[src/rtl/audio_out_pkg.sv]
// Shared constants for the audio output path.
// Sample width default, duty reset value and mode encodings.
package audio_out_pkg;

    localparam int         DW_DEF     = 8;
    localparam logic [7:0] DUTY_RESET = 8'h80;
    localparam logic       MODE_PWM   = 1'b0;
    localparam logic       MODE_DSM   = 1'b1;

endpackage

[src/rtl/sample_fifo2.sv]
// Two-entry sample buffer between the producer and the duty register.
// Entry e0 is always the head; e1 is the second-oldest sample.
module sample_fifo2
    import audio_out_pkg::*;
#(
    parameter int DW    = DW_DEF,
    parameter int DEPTH = 2
) (
    input  logic          clk,
    input  logic          rst,
    input  logic          push,
    input  logic [DW-1:0] din,
    input  logic          pop,
    output logic [DW-1:0] head,
    output logic [1:0]    level
);

    localparam logic [1:0] FULL_LVL = 2'(DEPTH);

    logic [DW-1:0] e0;
    logic [DW-1:0] e1;
    logic [1:0]    lvl;
    logic          do_push;
    logic          do_pop;

    assign do_push = push && (lvl != FULL_LVL);
    assign do_pop  = pop && (lvl != 2'd0);
    assign head    = e0;
    assign level   = lvl;

    // Shift-style storage: pops move e1 forward, pushes fill the first free slot
    always_ff @(posedge clk or posedge rst) begin
        if (rst) begin
            e0  <= '0;
            e1  <= '0;
            lvl <= 2'd0;
        end else begin
            unique case ({do_push, do_pop})
                2'b10: begin
                    if (lvl == 2'd0) e0 <= din;
                    else             e1 <= din;
                    lvl <= lvl + 2'd1;
                end
                2'b01: begin
                    e0  <= e1;
                    lvl <= lvl - 2'd1;
                end
                2'b11: begin
                    if (lvl == 2'd1) begin
                        e0 <= din;
                    end else begin
                        e0 <= e1;
                        e1 <= din;
                    end
                end
                2'b00: ;
            endcase
        end
    end

endmodule

[src/rtl/audio_pwm_out.sv]
// 1-bit audio output stage: sample FIFO, period counter, duty register,
// and a PWM or first-order delta-sigma modulator driving the pad.
module audio_pwm_out
    import audio_out_pkg::*;
#(
    parameter int DW         = DW_DEF,
    parameter int FIFO_DEPTH = 2
) (
    input  logic          clk,
    input  logic          rst,
    input  logic          sample_valid,
    input  logic [DW-1:0] sample_in,
    output logic          sample_ready,
    input  logic          mode,
    output logic          pwm_out,
    output logic          underrun,
    output logic [7:0]    underrun_cnt,
    output logic [1:0]    fifo_level
);

    localparam logic [1:0] FULL_LVL = 2'(FIFO_DEPTH);

    logic [DW-1:0] cnt;
    logic [DW-1:0] duty;
    logic [DW-1:0] acc;
    logic [DW-1:0] head;
    logic [DW:0]   sum;
    logic          mode_q;
    logic          boundary;
    logic          fifo_empty;
    logic          push;
    logic          pop;
    logic          pwm_next;

    assign sample_ready = (fifo_level != FULL_LVL);
    assign push         = sample_valid && sample_ready;
    assign boundary     = (cnt == '1);
    assign fifo_empty   = (fifo_level == 2'd0);
    assign pop          = boundary && !fifo_empty;
    assign underrun     = boundary && fifo_empty;
    assign sum          = {1'b0, acc} + {1'b0, duty};

    sample_fifo2 #(
        .DW    (DW),
        .DEPTH (FIFO_DEPTH)
    ) u_fifo (
        .clk   (clk),
        .rst   (rst),
        .push  (push),
        .din   (sample_in),
        .pop   (pop),
        .head  (head),
        .level (fifo_level)
    );

    // Free-running period counter, one PWM period per wrap
    always_ff @(posedge clk or posedge rst) begin
        if (rst) cnt <= '0;
        else     cnt <= cnt + DW'(1);
    end

    // Duty and mode only change on the period boundary
    always_ff @(posedge clk or posedge rst) begin
        if (rst) begin
            duty   <= DW'(DUTY_RESET);
            mode_q <= MODE_PWM;
        end else if (boundary) begin
            mode_q <= mode;
            if (pop) duty <= head;
        end
    end

    // Select modulator bit from the mode latched for this period
    always_comb begin
        pwm_next = (cnt < duty);
        if (mode_q == MODE_DSM) pwm_next = sum[DW];
    end

    // Registered pad output; accumulator restarts when the mode switches
    always_ff @(posedge clk or posedge rst) begin
        if (rst) begin
            pwm_out <= 1'b0;
            acc     <= '0;
        end else begin
            pwm_out <= pwm_next;
            if (boundary && (mode != mode_q)) acc <= '0;
            else                              acc <= sum[DW-1:0];
        end
    end

    // Saturating tally of periods that started with no fresh sample
    always_ff @(posedge clk or posedge rst) begin
        if (rst)
            underrun_cnt <= 8'd0;
        else if (underrun && (underrun_cnt != 8'hFF))
            underrun_cnt <= underrun_cnt + 8'd1;
    end

endmodule

[config.mk]
export PLATFORM = sky130hd
export DESIGN_NAME = audio_pwm_out
export DESIGN_NICKNAME = d
export VERILOG_FILES = /design/src/rtl/audio_out_pkg.sv /design/src/rtl/sample_fifo2.sv /design/src/rtl/audio_pwm_out.sv
export SDC_FILE = /design/constraint.sdc
export NUM_CORES = 1
export LEC_CHECK = 0
export ABC_AREA = 1
export CAP_MARGIN = 20
export CORE_MARGIN = 5
export CORE_UTILIZATION = 35
export CTS_CLUSTER_DIAMETER = 50
export DETAILED_ROUTE_END_ITERATION = 8
export PLACE_DENSITY = 0.52
export SKIP_LAST_GASP = 1
export SLEW_MARGIN = 10
export SYNTH_ARGS = -nofsm -noshare
export SYNTH_HDL_FRONTEND = slang
export SYNTH_SLANG_ARGS = --single-unit
export TNS_END_PERCENT = 100
[constraint.sdc]
create_clock -name clk -period 2.75 [get_ports clk]
set_clock_uncertainty 0.1 [all_clocks]
set_input_delay 0.55 -clock clk [delete_from_list [all_inputs] [get_ports clk]]
set_output_delay 0.55 -clock clk [all_outputs]
set_load 0.005 [all_outputs]
# After elaboration in Yosys (flattened, before gate mapping)
# Cells that the tools add are included.
[word_totals] regBits=52 out_inout_bits=13 elab_cells=51
[op_classes] addsub=5 order_cmp=1 n_reduce_logical=16 eq_ne=11 n_mux=9
[op_table] op="two-way mux 8 bit" count=5
[op_table] op="case mux 8 bit (3 select lines)" count=1
[op_table] op="adder 8 x 1 -> 8 bit (second input constant)" count=2
[op_table] op="case mux 8 bit (2 select lines)" count=1
[op_table] op="adder 8 x 8 -> 9 bit" count=1
[op_table] op="equality test 8 bit (second input constant)" count=1
[op_table] op="< comparator 8 bit" count=1
[op_table] op="inequality test 2 bit (second input constant)" count=4
[op_table] op="inequality test 8 bit (second input constant)" count=1
[op_table] op="logical AND 1 bit" count=7
[op_table] op="nonzero test 2 bit" count=3
[op_table] op="equality test 2 x 1 -> 1 bit (second input constant)" count=2
[op_table] op="equality test 2 bit (second input constant)" count=2
[op_table] op="case mux 2 bit (2 select lines)" count=1
[op_table] op="AND reduction 2 bit" count=2
[op_table] op="AND reduction 3 bit" count=1
[op_table] op="nonzero test 3 bit" count=1
[op_table] op="adder 2 x 1 -> 2 bit (second input constant)" count=1
[op_table] op="logical NOT 2 bit" count=1
[op_table] op="subtractor 2 x 1 -> 2 bit (second input constant)" count=1
[op_table] op="logical NOT 1 bit" count=1
[op_table] op="two-way mux 1 bit" count=1
[op_table] op="inequality test 1 bit" count=1

# Logic depth before layout (Yosys ltp)
# Gate-level depths: netlist (run 1).
[depth] ltp_word=7 ltp_mapped=13 depth_no_buf=10

# Cells and area by module
# Synthesis (run 1) repeated with hierarchy kept, for this count alone.
[hier_totals] cells_unflattened=386 hier_area_um2=3062.9
[by_module_without_submodules] mod="audio_pwm_out" cells_each=249 n_inst=1 area_each_um2=2023.2
[by_module_without_submodules] mod="sample_fifo2" cells_each=137 n_inst=1 area_each_um2=1039.7

# Worst setup path before layout (run 1)
# No wires, ideal clock.
[synth_timing] kind="register to register" from="register u_fifo.lvl[0], in the netlist u_fifo.level[0]" to="register u_fifo.e1[0]" synth_period_minus_slack_ps=2204 required_time_ps=2573 arrival_ps=2027 setup_time_ps=77 path_stages_with_launch=13 slack_ps=546 cell_sequence="dfrtp_1 > inv_1 > ha_1 > inv_1 > nand3_2 > clkinv_2 > buf_6 > ha_1 > clkbuf_2 > o211ai_2 > buf_4 > nor2_1 > a21oi_1"
[synth_between] elab_chain_cells=7
[synth_rtl] item="start, declared" line="sample_fifo2.sv:22" rtl="logic [1:0] lvl;"
[synth_rtl] item="start signal, assigned" line="sample_fifo2.sv:42" rtl="lvl <= lvl + 2'd1;"
[synth_rtl] item="start signal, assigned" line="sample_fifo2.sv:46" rtl="lvl <= lvl - 2'd1;"
[synth_rtl] item="logical NOT 2 bit" line="sample_fifo2.sv:40, audio_pwm_out.sv:38"
[synth_rtl] item="logical NOT 1 bit" line="audio_pwm_out.sv:39" rtl="assign pop = boundary && !fifo_empty;"
[synth_rtl] item="logical AND 1 bit" line="audio_pwm_out.sv:39"
[synth_rtl] item="logical AND 1 bit" line="sample_fifo2.sv:27" rtl="assign do_pop = pop && (lvl != 2'd0);"
[synth_rtl] item="equality test 2 bit" line="sample_fifo2.sv:38" rtl="unique case ({do_push, do_pop})"
[synth_rtl] item="inequality test 2 bit (no source line) / nonzero test 2 bit (equally long branches)"
[synth_rtl] item="AND reduction 3 bit (no source line)"
[synth_rtl] item="end signal, assigned" line="sample_fifo2.sv:41" rtl="else e1 <= din;"
[synth_rtl] item="end signal, assigned" line="sample_fifo2.sv:53" rtl="e1 <= din;"
[synth_rtl] item="end, declared" line="sample_fifo2.sv:21" rtl="logic [DW-1:0] e1;"
# Several ways; a longest one is shown, not always the timed one.
# A chain may end at the register's enable or synchronous reset.

# Final worst setup path (run 1)
[layout_timing] from="register cnt[1]" to="output underrun"
[layout_between] elab_chain_cells=2
[layout_rtl] item="start, declared" line="audio_pwm_out.sv:23" rtl="logic [DW-1:0] cnt;"
[layout_rtl] item="start signal, assigned" line="audio_pwm_out.sv:59" rtl="else cnt <= cnt + DW'(1);"
[layout_rtl] item="equality test 8 bit" line="audio_pwm_out.sv:37" rtl="assign boundary = (cnt == '1);"
[layout_rtl] item="logical AND 1 bit" line="audio_pwm_out.sv:40" rtl="assign underrun = boundary && fifo_empty;"
[layout_rtl] item="end, declared" line="audio_pwm_out.sv:16" rtl="output logic underrun,"
# No other way between the ends.

==> results.json, run 1 <==
{
  "synth_edf_count": 0,
  "worstPathArrival_ns": 1.90,
  "drt_pre_antenna_iters": 4,
  "design.final.nets": 440,
  "synth_area_per_cell_sq_um": 7.99,
  "critical_path.max_stage_delay_ns": 0.52,
  "area_of_the_placeable_core_sq_um": 8300,
  "vdd_ir_drop_max_uv": 256,
  "layout_worst_path_cycle_share_pct": 92.9,
  "clock_sinks": 52,
  "antenna_found_initial": 0,
  "synth_top_cell_by_area": "dfrtp_1",
  "final-setup-viol-count": 0,
  "worst_slack_ns": 0.195,
  "worst-endpoint-required_ns": 2.10,
  "final.fill_count": 847,
  "worst_slew_pin_slew_ns": 0.584,
  "gr-usage-all-layers_pct": 12.3,
  "placedCellCount": 501,
  "hp-class": "reg2reg",
  "remaining_drc_errors": 0,
  "routed_via_density": 4.51,
  "post_cts_resize_count": 0,
  "synth_ff_type": "dfrtp_1",
  "synth_cells": 376,
  "synthMostInstantiatedCell": "nand2_1",
  "preCtsSetupSlack_ns": 0.313,
  "ctsRootBufferMaster": "clkbuf_8",
  "seq_area_frac_synth_pct": 43.4,
  "max-cap-violations": 0,
  "routed_wire_length_per_instance_um": 11.7,
  "post-route-min-period_ns": 2.55,
  "route.vias.total": 2296,
  "clock_tree.htree_level_count": 2,
  "synth-warning-count": 0,
  "timing.max_slew.rel_slack_pct": 61.0,
  "drt_iter0_drc": 53,
  "power_density_nw_per_um2": 541,
  "setup_tns_ns": 0,
  "outcome": "finished clean",
  "globalplace.congestion": 0.736,
  "multi_input_logic_area_sq_um": 1450,
  "ios": 25,
  "cp_num_cells": 6,
  "io_buffer_count": 24,
  "yosys_register_bits": 52,
  "timing.setup.critical_path_class": "reg2out",
  "grt_first_pass_wirelength_um": 10200,
  "setup.worst_path.start": "cnt[1]",
  "cts_setup_buffers": 0,
  "grt_max_degree": 53,
  "timing_hold_violations_final": 0,
  "unrepaired_setup_endpoints_after_global_routing": "no",
  "post_synth_main_area_contributors": "dfrtp_1 43%, nand2_1 14%, ha_1 10%",
  "clock_tree_from_tritoncts": "built",
  "holdBufCountCts": 0,
  "row_count": 33,
  "grt_overflow_total": 0,
  "synth_top_area_share_pct": 42.5,
  "setup.worst_path.end_class": "primary output",
  "final-seq-area_sq_um": 1300,
  "finalWirelength_um": 5940,
  "fp.dieArea_sq_um": 10500,
  "critical_path.top_delay_family": "buffers and inverters",
  "worstPathMaxFanout": 4,
  "max_freq_mhz": 391,
  "effective_utilization_at_floorplan_pct": 36.2,
  "place_hpwl_um": 4490,
  "async_flop_share_pct": 100,
  "cts_max_path_buffers": 2,
  "grt_pass1_vias": 2247,
  "diodes": 0,
  "p_leak_uw": 0.00175,
  "crit_path_top_delay_cell": "clkdlybuf4s50_1",
  "final_area_sq_um": 3440,
  "ys_types": 33,
  "die_width_um": 103,
  "startpoint_type": "flip-flop",
  "synth_commonest_cells": "113 x nand2_1, 51 x dfrtp_1, 50 x inv_1",
  "cts-buffers-inserted": 5,
  "critical_path_buf_inv_count": 1,
  "cp_cell_instances": "ha_1, nand2_2, nor2_4, nand2_2, nor2_4, clkdlybuf4s50_1",
  "finalNonFillerCells": 509,
  "final_max_slew_viol_count": 0,
  "reg2reg_from": "u_fifo.level[0]",
  "setup.worst_path.end": "underrun",
  "clock_pin_slew_on_the_worst_setup_and_hold_paths_ns": 0.09,
  "final_layout_size_suffix_gt1_share_pct": 6.44,
  "detail-route-antenna-nets": 0,
  "layout-area-overhead-vs-synth_pct": 14.7,
  "detailed_place.area_sq_um": 3350,
  "netlist_area_sq_um": 3000,
  "r2r_cells": 9,
  "rrSetupSlack_ns": 0.47,
  "number_of_nets_produced_by_synthesis": 413,
  "die-height_um": 103,
  "clk_latency_worst_skew_pair_ns": 0.31,
  "worst_reg2reg_path_endpoint": "u_fifo.e1[7]"
}
[cell usage in the layout, fill, tap and decap left out]
cell type / synthesis / layout
nand2_2: 3 / 3
mux2_2: 1 / 1
xnor2_1: 5 / 5
fa_1: 1 / 1
nor2_4: 3 / 3
o21ai_2: 2 / 2
a21oi_1: 17 / 17
clkinv_1: 1 / 1
or2_2: 1 / 1
clkbuf_8: 0 / 6
nor3_1: 1 / 1
buf_12: 0 / 1
nand3_1: 19 / 19
o211ai_2: 1 / 1
inv_2: 0 / 1
xor2_1: 7 / 7
o21ai_0: 15 / 15
nand2_1: 113 / 113
clkdlybuf4s50_1: 0 / 24
o21bai_1: 1 / 1
nor2_1: 37 / 37
nor2_2: 1 / 1
buf_4: 1 / 1
nand4_1: 1 / 1
nand3b_1: 1 / 1
o22ai_1: 8 / 8
o21ai_1: 2 / 2
dfstp_2: 1 / 1
ha_1: 24 / 24
nand3_2: 1 / 1
inv_1: 50 / 49
dfrtp_1: 51 / 51
clkinv_2: 1 / 3
a31oi_1: 1 / 1
[flip-flops by register name (all words and copies together), names as in the netlist]
register / flops
duty: 8
cnt: 8
u_fifo.e1: 8
u_fifo.level: 2
pwm_out: 1
underrun_cnt: 8
acc: 8
mode_q: 1
u_fifo.head: 8
[layout make-up]
cell class,instances,area share [%]
Clock buffer,6,2.40
Clock inverter,2,0.291
Inverter,52,5.70
Multi-Input combinational cell,266,42.2
Sequential cell,52,37.8
Tap cell,105,3.82
Timing Repair Buffer,26,7.78
[worst min path at each step]
stage                    from       to  slack (ns)  depth (start not counted)
3_3_place_gp   u_fifo.head[0]  duty[0]        0.36                          2
4_1_cts                cnt[0]   cnt[0]        0.39                          1
6_report               cnt[0]   cnt[0]        0.38                          1
2_1_floorplan          cnt[0]   cnt[0]        0.34                          1
3_5_place_dp   u_fifo.head[0]  duty[0]        0.37                          2
5_1_grt                cnt[0]   cnt[0]        0.40                          1
[metrics by stage]
step	hold WS, ns	power (uW)	util, %
2_1_floorplan	0.337	1290	-
3_3_place_gp	0.363	1420	40.4
3_5_place_dp	0.368	1430	40.4
4_1_cts	0.388	1900	41.5
5_1_grt	0.404	2010	41.5
6_report	0.381	1860	41.5
[report_power, final]
group,switching [uW],internal (uW),leakage (uW)
sequential,71.4,893,0.000659
combinational,260,182,0.00104
clock,255,202,0.0000510
[per-layer routing]
| layer | GRT usage [%] | up-vias | share of wire, % |
|---|---|---|---|
| met1 | 16.8 | 1033 | 51 |
| met3 | 2.23 | 4 | 2.0 |
| met5 | 0 | - | 0 |
| li1 | - | 1238 | - |
| met2 | 19.8 | 21 | 46 |
| met4 | 3.73 | 0 | 0.76 |
[cells by family (layout without fill, tap and decap cells)]
family                     count (synthesis)  count (layout)  share of synthesized area, %
and+or+nand+nor                          181             181                          25.0
buffers and inverters                     58              86                          8.25
DFF                                       52              52                          43.4
AOI/OAI and AO/OA                         47              47                          8.79
adders and majority gates                 25              25                          10.7
xor gates and xnor gates                  12              12                          3.50
muxes                                      1               1                         0.375
[worst register-to-register path, delay by kind of cell, from the launching register on]
family	cells	cell delay, ns
adders and majority gates	2	0.50
buffers and inverters	3	0.29
and+or+nand+nor	2	0.22
AOI/OAI and AO/OA	2	0.67
DFF	1	0.43
Note: power is estimated with default switching activity, not from simulation.
==> run 2, diff against run 1 <==
--- a/config.mk
+++ b/config.mk
@@ -7,13 +7,12 @@
 export LEC_CHECK = 0
 export ABC_AREA = 1
 export CAP_MARGIN = 20
-export CORE_MARGIN = 5
 export CORE_UTILIZATION = 35
 export CTS_CLUSTER_DIAMETER = 50
 export DETAILED_ROUTE_END_ITERATION = 8
-export PLACE_DENSITY = 0.52
+export PLACE_DENSITY_LB_ADDON = 0.2
 export SKIP_LAST_GASP = 1
-export SLEW_MARGIN = 10
+export SLEW_MARGIN = 30
 export SYNTH_ARGS = -nofsm -noshare
 export SYNTH_HDL_FRONTEND = slang
 export SYNTH_SLANG_ARGS = --single-unit
==> run 2 against run 1 <==
Net effect:
- highest routed layer unchanged
- total power increased by 1.1%
- first-iteration DRC count increased by 92%
- maximum frequency increased by 1.5%
- worst setup slack improved by 0.038 ns
- critical endpoint unchanged
- combinational power about the same
==> results.json, run 2 (synthesized netlist as in run 1, its figures left out) <==
{
  "setup_tns_ns": 0,
  "power_density_nw_per_um2": 545,
  "critical_path.max_stage_delay_ns": 0.52,
  "detail-route-antenna-nets": 0,
  "cts-buffers-inserted": 5,
  "timing_hold_violations_final": 0,
  "diodes": 0,
  "worst_slew_pin_slew_ns": 0.604,
  "max_freq_mhz": 397,
  "worstPathArrival_ns": 1.87,
  "post_cts_resize_count": 0,
  "cts_max_path_buffers": 2,
  "die-height_um": 94.6,
  "hp-class": "reg2reg",
  "layout.cells.most_common": "nand2_1",
  "antenna_found_initial": 0,
  "final-setup-viol-count": 0,
  "holdBufCountCts": 0,
  "max-cap-violations": 0,
  "design.final.nets": 441,
  "clk_latency_worst_skew_pair_ns": 0.30,
  "gr-usage-all-layers_pct": 14.6,
  "grt_max_degree": 24,
  "die_width_um": 94.6,
  "p_leak_uw": 0.00175,
  "worstPathMaxFanout": 4,
  "final_max_slew_viol_count": 0,
  "place_hpwl_um": 4430,
  "grt_pass1_vias": 2152,
  "hold_slack_ns": 0.382,
  "area_of_the_placeable_core_sq_um": 8260,
  "worst-endpoint-required_ns": 2.10,
  "timing.max_slew.rel_slack_pct": 59.6,
  "layout_worst_path_cycle_share_pct": 91.5,
  "final_layout_size_suffix_gt1_share_pct": 6.42,
  "effective_utilization_at_floorplan_pct": 36.4,
  "cp_cell_instances": "ha_1, nand2_2, nor2_4, nand2_2, nor2_4, clkdlybuf4s50_1",
  "row_count": 33,
  "startpoint_type": "flip-flop",
  "finalWirelength_um": 5770,
  "layout-area-overhead-vs-synth_pct": 15.2,
  "timing.setup.critical_path_class": "reg2out",
  "outcome": "finished clean",
  "clock_tree.htree_level_count": 2,
  "vdd_ir_drop_max_uv": 344,
  "final.fill_count": 862,
  "ctsRootBufferMaster": "clkbuf_8",
  "clock_sinks": 52,
  "routed_via_density": 4.53,
  "unrepaired_setup_endpoints_after_global_routing": "no",
  "most-common-layout-cells": "113 x nand2_1, 51 x dfrtp_1, 49 x inv_1",
  "ios": 25,
  "routed_wire_length_per_instance_um": 11.3,
  "clock_pin_slew_on_the_worst_setup_and_hold_paths_ns": 0.09,
  "clock_tree_from_tritoncts": "built",
  "globalplace.congestion": 0.791,
  "grt_first_pass_wirelength_um": 10100,
  "drt_iter0_drc": 102,
  "crit_path_top_delay_cell": "clkdlybuf4s50_1",
  "grt_overflow_total": 0,
  "io_buffer_count": 24,
  "post-route-min-period_ns": 2.52,
  "fp.dieArea_sq_um": 8950,
  "setup.worst_path.end_class": "primary output",
  "route.vias.total": 2309,
  "remaining_drc_errors": 0,
  "drt_pre_antenna_iters": 4,
  "cts_setup_buffers": 0
}
## run 2: changes by cell type in the layout (fill, tap and decap cells not counted)
cell / previous run / this run
clkbuf_8: 6 / 7
clkbuf_1: 0 / 1
buf_4: 1 / 2
clkinv_2: 3 / 1
## run 2: path summary, 6_finish.rpt
check | from | to | slack, ns | depth (start not counted)
worst min register to register | u_fifo.head[0] | duty[0] | 0.38 | 2
worst min-delay path | u_fifo.head[0] | duty[0] | 0.38 | 2
worst max register to register | u_fifo.level[0] | u_fifo.e1[0] | 0.43 | 9
min in group asynchronous | rst | u_fifo.level[1] | 0.46 | 2
worst max-delay path | cnt[1] | underrun | 0.23 | 6
max in group asynchronous | rst | duty[7] | 1.47 | 3
## run 2: per-layer routing
layer	vias up	global-route usage (%)	share of wire, %
met4	0	4.92	1.2
li1	1233	-	-
met1	1053	19.9	52
met5	-	0	0
met2	19	23.2	45
met3	4	2.66	2.0
## run 2: where the power goes
part | leakage, uW | total (uW) | internal [uW] | switching (uW)
registers | 0.000659 | 965 | 893 | 71.6
clock network | 0.0000515 | 473 | 230 | 243
logic | 0.00104 | 446 | 183 | 263
total | 0.00175 | 1880 | 1310 | 577
## run 2: per-stage QoR
stage / worst slack (ns) / area [sq um] / std cells / power [uW] / util [%]
4_1_cts: 0.201 / 3460 / 510 / 1910 / 41.9
5_1_grt: 0.0738 / 3460 / 510 / 2020 / 41.9
6_report: 0.233 / 3460 / 510 / 1880 / 41.9
2_1_floorplan: 0.546 / 3000 / 376 / 1290 / -
3_3_place_gp: 0.370 / 3360 / 502 / 1420 / 40.7
3_5_place_dp: 0.333 / 3360 / 502 / 1430 / 40.7
## run 2: final cells by class
cell class	count	area [sq um]	area share, %
timing repair buffer	27	275	7.96
tap	105	131	3.80
sequential	52	1300	37.7
multi-input combinational	266	1450	42.0
clock buffer	8	100	2.89
inverter	52	196	5.68
## run 2: worst max-delay path: cells and delay by family (launching register included)
kind	cells	cell delay, ns
buf+inv	1	0.52
simple gates	4	0.46
flops	1	0.39
fa+ha+maj	1	0.21
==> run 3, diff against run 2 <==
--- a/config.mk
+++ b/config.mk
@@ -7,7 +7,7 @@
 export LEC_CHECK = 0
 export ABC_AREA = 1
 export CAP_MARGIN = 20
-export CORE_UTILIZATION = 35
+export CORE_UTILIZATION = 45
 export CTS_CLUSTER_DIAMETER = 50
 export DETAILED_ROUTE_END_ITERATION = 8
 export PLACE_DENSITY_LB_ADDON = 0.2
==> run 3 against run 2 <==
Net effect:
- total power shrank 0.65%
- die area shrank 22%
- critical path depth is the same
- worst setup slack lost 0.038 ns
- sequential share of layout area grew 0.54 points
- highest routed layer unchanged
- critical endpoint unchanged
- clock power shrank 3%
==> results.json, run 3 (synthesized netlist as in run 1, its figures left out) <==
{
  "remaining_drc_errors": 0,
  "detail-route-antenna-nets": 0,
  "final-setup-viol-count": 0,
  "cts-buffers-inserted": 5,
  "startpoint_type": "flip-flop",
  "p_leak_uw": 0.00174,
  "total_power_uw": 1870,
  "final_area_sq_um": 3410,
  "finalWirelength_um": 5750,
  "unrepaired_setup_endpoints_after_global_routing": "no",
  "final_layout_size_suffix_gt1_share_pct": 6.19,
  "max-cap-violations": 0,
  "grt_overflow_total": 0,
  "layout_worst_path_cycle_share_pct": 92.9,
  "diodes": 0,
  "cts_setup_buffers": 0,
  "most-common-layout-cells": "113 x nand2_1, 51 x dfrtp_1, 49 x inv_1",
  "r2r_cells": 9,
  "final_max_slew_viol_count": 0,
  "power_report.internal_total_uw": 1280,
  "preCtsSetupSlack_ns": 0.294,
  "final.fill_count": 630,
  "outcome": "finished clean",
  "detailed_place.area_sq_um": 3320,
  "hp-class": "reg2reg",
  "timing.setup.critical_path_class": "reg2out",
  "design.final.nets": 440,
  "worst-endpoint-required_ns": 2.10,
  "grt_max_degree": 33,
  "drt_iter0_drc": 86,
  "routed_wire_length_per_instance_um": 11.9,
  "grt_first_pass_wirelength_um": 10800,
  "grt_pass1_vias": 2409,
  "share_clk_of_total_power_pct": 24.5,
  "post-route-min-period_ns": 2.55,
  "setup.worst_path.end_class": "primary output",
  "layout-area-overhead-vs-synth_pct": 13.5,
  "globalplace.congestion": 0.848,
  "vdd_ir_drop_max_uv": 352,
  "die_width_um": 83.7,
  "cts_max_path_buffers": 2,
  "placedCellCount": 473,
  "setup_tns_ns": 0,
  "timing.hold.worst_path_depth": 2,
  "finalNonFillerCells": 481,
  "worst_slack_ns": 0.196,
  "drt_pre_antenna_iters": 6,
  "gr-usage-all-layers_pct": 19.0,
  "post_cts_resize_count": 0,
  "max_freq_mhz": 391,
  "ctsRootBufferMaster": "clkbuf_8",
  "row_count": 29,
  "total_switching_power_uw": 591,
  "worstHoldStart": "u_fifo.head[0]",
  "p_sw_share_pct": 31.6,
  "reg2reg_from": "u_fifo.level[0]",
  "seq_power_share_pct": 51.6,
  "clock_sinks": 52,
  "routed_via_density": 4.90,
  "clock_pin_slew_on_the_worst_setup_and_hold_paths_ns": 0.09,
  "die-height_um": 83.7,
  "ios": 25,
  "comb_power_share_pct": 23.9,
  "worstPathMaxFanout": 4,
  "hold_path_end": "duty[0]",
  "worst_slew_pin_slew_ns": 0.593,
  "clock_tree_from_tritoncts": "built",
  "place_hpwl_um": 4390,
  "power_density_nw_per_um2": 549,
  "io_buffer_count": 24,
  "antenna_found_initial": 0,
  "fp.dieArea_sq_um": 7000,
  "timing.max_slew.rel_slack_pct": 60.4,
  "rrSetupSlack_ns": 0.47,
  "effective_utilization_at_floorplan_pct": 47.0,
  "clk_latency_worst_skew_pair_ns": 0.31,
  "timing_hold_violations_final": 0,
  "layout.cells.most_common": "nand2_1",
  "worst_reg2reg_path_endpoint": "u_fifo.e1[3]",
  "area_of_the_placeable_core_sq_um": 6390,
  "worstPathArrival_ns": 1.90,
  "clock_tree.htree_level_count": 2,
  "holdBufCountCts": 0,
  "route.vias.total": 2358
}
==> run 3: cell count changes in the layout (fill, tap and decap cells not counted), sizes merged <==
cell,delta
buf,-1
clkbuf,-1
clkinvlp,+1
==> run 3: through the flow <==
stage	hold WS, ns	util [%]
after global routing	0.401	53.4
after global placement	0.353	51.9
after detailed placement	0.363	51.9
after CTS	0.378	53.4
after floorplan	0.337	-
final	0.381	53.4
==> run 3: worst max-delay path by stage <==
stage	slack [ns]	cells past startpoint	startpoint	end
after global routing	0.07	6	cnt[1]	underrun
final	0.20	6	cnt[1]	underrun
after global placement	0.35	7	sample_valid	u_fifo.e1[7]
after CTS	0.16	6	cnt[1]	underrun
after detailed placement	0.29	7	sample_valid	u_fifo.e1[3]
after floorplan	0.55	12	u_fifo.level[0]	u_fifo.e1[0]
==> run 3: layout make-up <==
| class | instances | area [sq um] | share of cell area (%) |
|---|---|---|---|
| tap | 77 | 96.3 | 2.83 |
| sequential | 52 | 1300 | 38.2 |
| clock inverter | 1 | 7.51 | 0.220 |
| timing repair buffer | 26 | 268 | 7.85 |
| clock buffer | 7 | 86.3 | 2.53 |
| inverter | 52 | 196 | 5.76 |
| multi-input combinational | 266 | 1450 | 42.6 |
==> run 3: critical path, cell delays in order, from the launching register on <==
cell             delay (ns)
dfrtp_1                0.39
ha_1                   0.21
nand2_2                0.09
nor2_4                 0.15
nand2_2                0.10
nor2_4                 0.13
clkdlybuf4s50_1        0.51
==> run 3: power by group through the flow <==
stage	Clock, uW	Combinational [uW]	Sequential, uW
global route	509	523	986
detailed placement	0	449	983
global placement	0	439	974
CTS	483	453	967
floorplan	0	324	964
finish	459	447	965
==> run 3: per-layer routing <==
metal / vias up / track usage, % / wire length, um
li1: 1236 / - / -
met1: 1095 / 24.8 / 2750
met2: 21 / 31.1 / 2780
met3: 6 / 4.25 / 135
met4: 0 / 6.47 / 76
met5: - / 0 / 0
==> patch, RTL diff (config.mk and constraints of run 1) <==
The output `pwm_out` loses its register stage (`pwm_out` becomes a continuous assignment).
--- a/src/rtl/audio_pwm_out.sv
+++ b/src/rtl/audio_pwm_out.sv
@@ -81,6 +81,4 @@
         if (rst) begin
-            pwm_out <= 1'b0;
             acc     <= '0;
         end else begin
-            pwm_out <= pwm_next;
             if (boundary && (mode != mode_q)) acc <= '0;
@@ -89,2 +87,4 @@
     end
+
+    assign pwm_out = pwm_next;
 
Function: changed (a bounded check fails within 4 cycles, from zero or initial values and one cycle with rst high).
==> patch against run 1 <==
- worst hold slack better by 0.76 ps
- non-clock buffer count is 2 higher
- final area up 0.25%
- count of clock-buffer cells in the layout did not move
- sequential power is 2% lower
- sequential share of layout area shrank 0.82 points
- worst setup slack barely moved
- register-to-register slack lost 150 ps
- sequential cell count down 1
- power up 2.2%
- wire length fell by 0.81%
- critical path type unchanged
- via count fell by 0.65%
- area after synthesis down 0.83%
- largest power group unchanged
==> patch: results (changes against run 1) <==
outcome finished clean (unchanged); Post-Synth XOR/XNOR Area 0.03529 (was 0.03500); number of global-route vias before repair 2281 (was 2247); sink of the worst hold path duty[0] (was cnt[0]); GRT met1 Usage 0.1701 (was 0.1679); drt wl/cell 11.57 um (was 11.66 um); CP startpoint duty[0] (was cnt[1]); maximum vdd drop 355.7 uV (was 255.6 uV); Lkg Pwr 1.750 nW (was 1.747 nW); vias per inst 4.481 (was 4.511); critical path's slowest cell dfrtp_1 (was clkdlybuf4s50_1); share of layout cells above drive strength 1 0.07178 (was 0.06436); ys flop type dfrtp_1 (unchanged); clk buf depth 2 (unchanged); Critical Path Max Stage Delay 400 ps (was 520 ps); CP delay by family, top adder cells (was buffers and inverters); HPWL after DPL 4.402 mm (was 4.487 mm); Compound-Gate Fraction of Synth Area 0.08866 (was 0.08792); count of cell types in the netlist 33 (unchanged); met2 Track Usage GR 0.1999 (was 0.1981); worst hold stages 2 (was 1); number of buffers added on ports 24 (unchanged); Arr. time, crit path 1900 ps (about the same); adder and majority gate portion of the synthesized area 0.1076 (was 0.1067); initial antenna violation count 0 (unchanged); GP Congestion 0.7962 (was 0.7363); total track usage 0.1249 (was 0.1227); Tot Pwr 1.905 mW (was 1.864 mW); Nets 441 (was 440); P_comb 0.444 mW (was 0.443 mW); # diodes 0 (unchanged); first-pass iteration count of the detailed router 4 (unchanged); syn_nets 412 (was 413); Min Hold Slack 381.6 ps (was 380.9 ps); ranking of synthesized cells by area dfrtp_1 (42%), nand2_1 (14%), ha_1 (10%) (was dfrtp_1 (43%), nand2_1 (14%), ha_1 (10%)); Clock net power 0.514 mW (was 0.456 mW); reg-to-reg endpoint u_fifo.e1[0] (was u_fifo.e1[7]); HP Class flip-flop to flip-flop (unchanged); critical path fanouts, max 3 (was 4); largest net degree at the start of global routing 52 (was 53); synth cell count leaders nand2_1 (113), dfrtp_1 (50), inv_1 (50) (was nand2_1 (113), dfrtp_1 (51), inv_1 (50)); Slew @ Worst Pin 609.7 ps (was 583.6 ps); Psw 0.5766 mW (was 0.5863 mW); Hold Path Origin u_fifo.head[0] (was cnt[0]); DRT iter0 DRCs 79 (was 53); Worst setup endpoint pwm_out (was underrun); global-route wire length before repair 10.41 mm (was 10.23 mm); post-synthesis mux area share 0.003782 (was 0.003750); FF-to-FF setup slack 320 ps (was 470 ps); r2r startpoint u_fifo.level[0] (unchanged); grt met3 use 0.02321 (was 0.02233); fillers 879 (was 847); register area share after synthesis 0.4290 (was 0.4337)
## patch: final cells by class
class	count	area [um^2]	share of cell area
multi-input combinational	266	1463	0.4237
sequential	51	1277	0.3701
timing repair buffer	28	281.5	0.08155
inverter	52	196.4	0.05690
tap	105	131.4	0.03806
clock buffer	6	72.57	0.02102
clock inverter	1	30.03	0.008699
## patch: metrics by stage
stage,utilization,area (um^2),setup slack (ps),std cells
final,0.4180,3452,195.7,509
after global routing,0.4180,3452,20.84,509
after CTS,0.4180,3452,172.6,509
after detailed placement,0.4027,3326,190.2,500
after global placement,0.4027,3326,196.9,500
after floorplan,-,2978,545.7,375
## patch: metal layers
layer | share of wire | vias to the layer above | wire (um)
met5 | 0 | - | 0
met4 | 0.014 | 0 | 82
met3 | 0.022 | 7 | 131
met2 | 0.47 | 18 | 2769
met1 | 0.49 | 1019 | 2905
li1 | - | 1237 | -
## patch: repair_timing
action,in CTS,in global routing
setup endpoints to repair,1,0
resized for setup,4,0
endpoints found under the hold margin,0,0
setup buffers,2,0
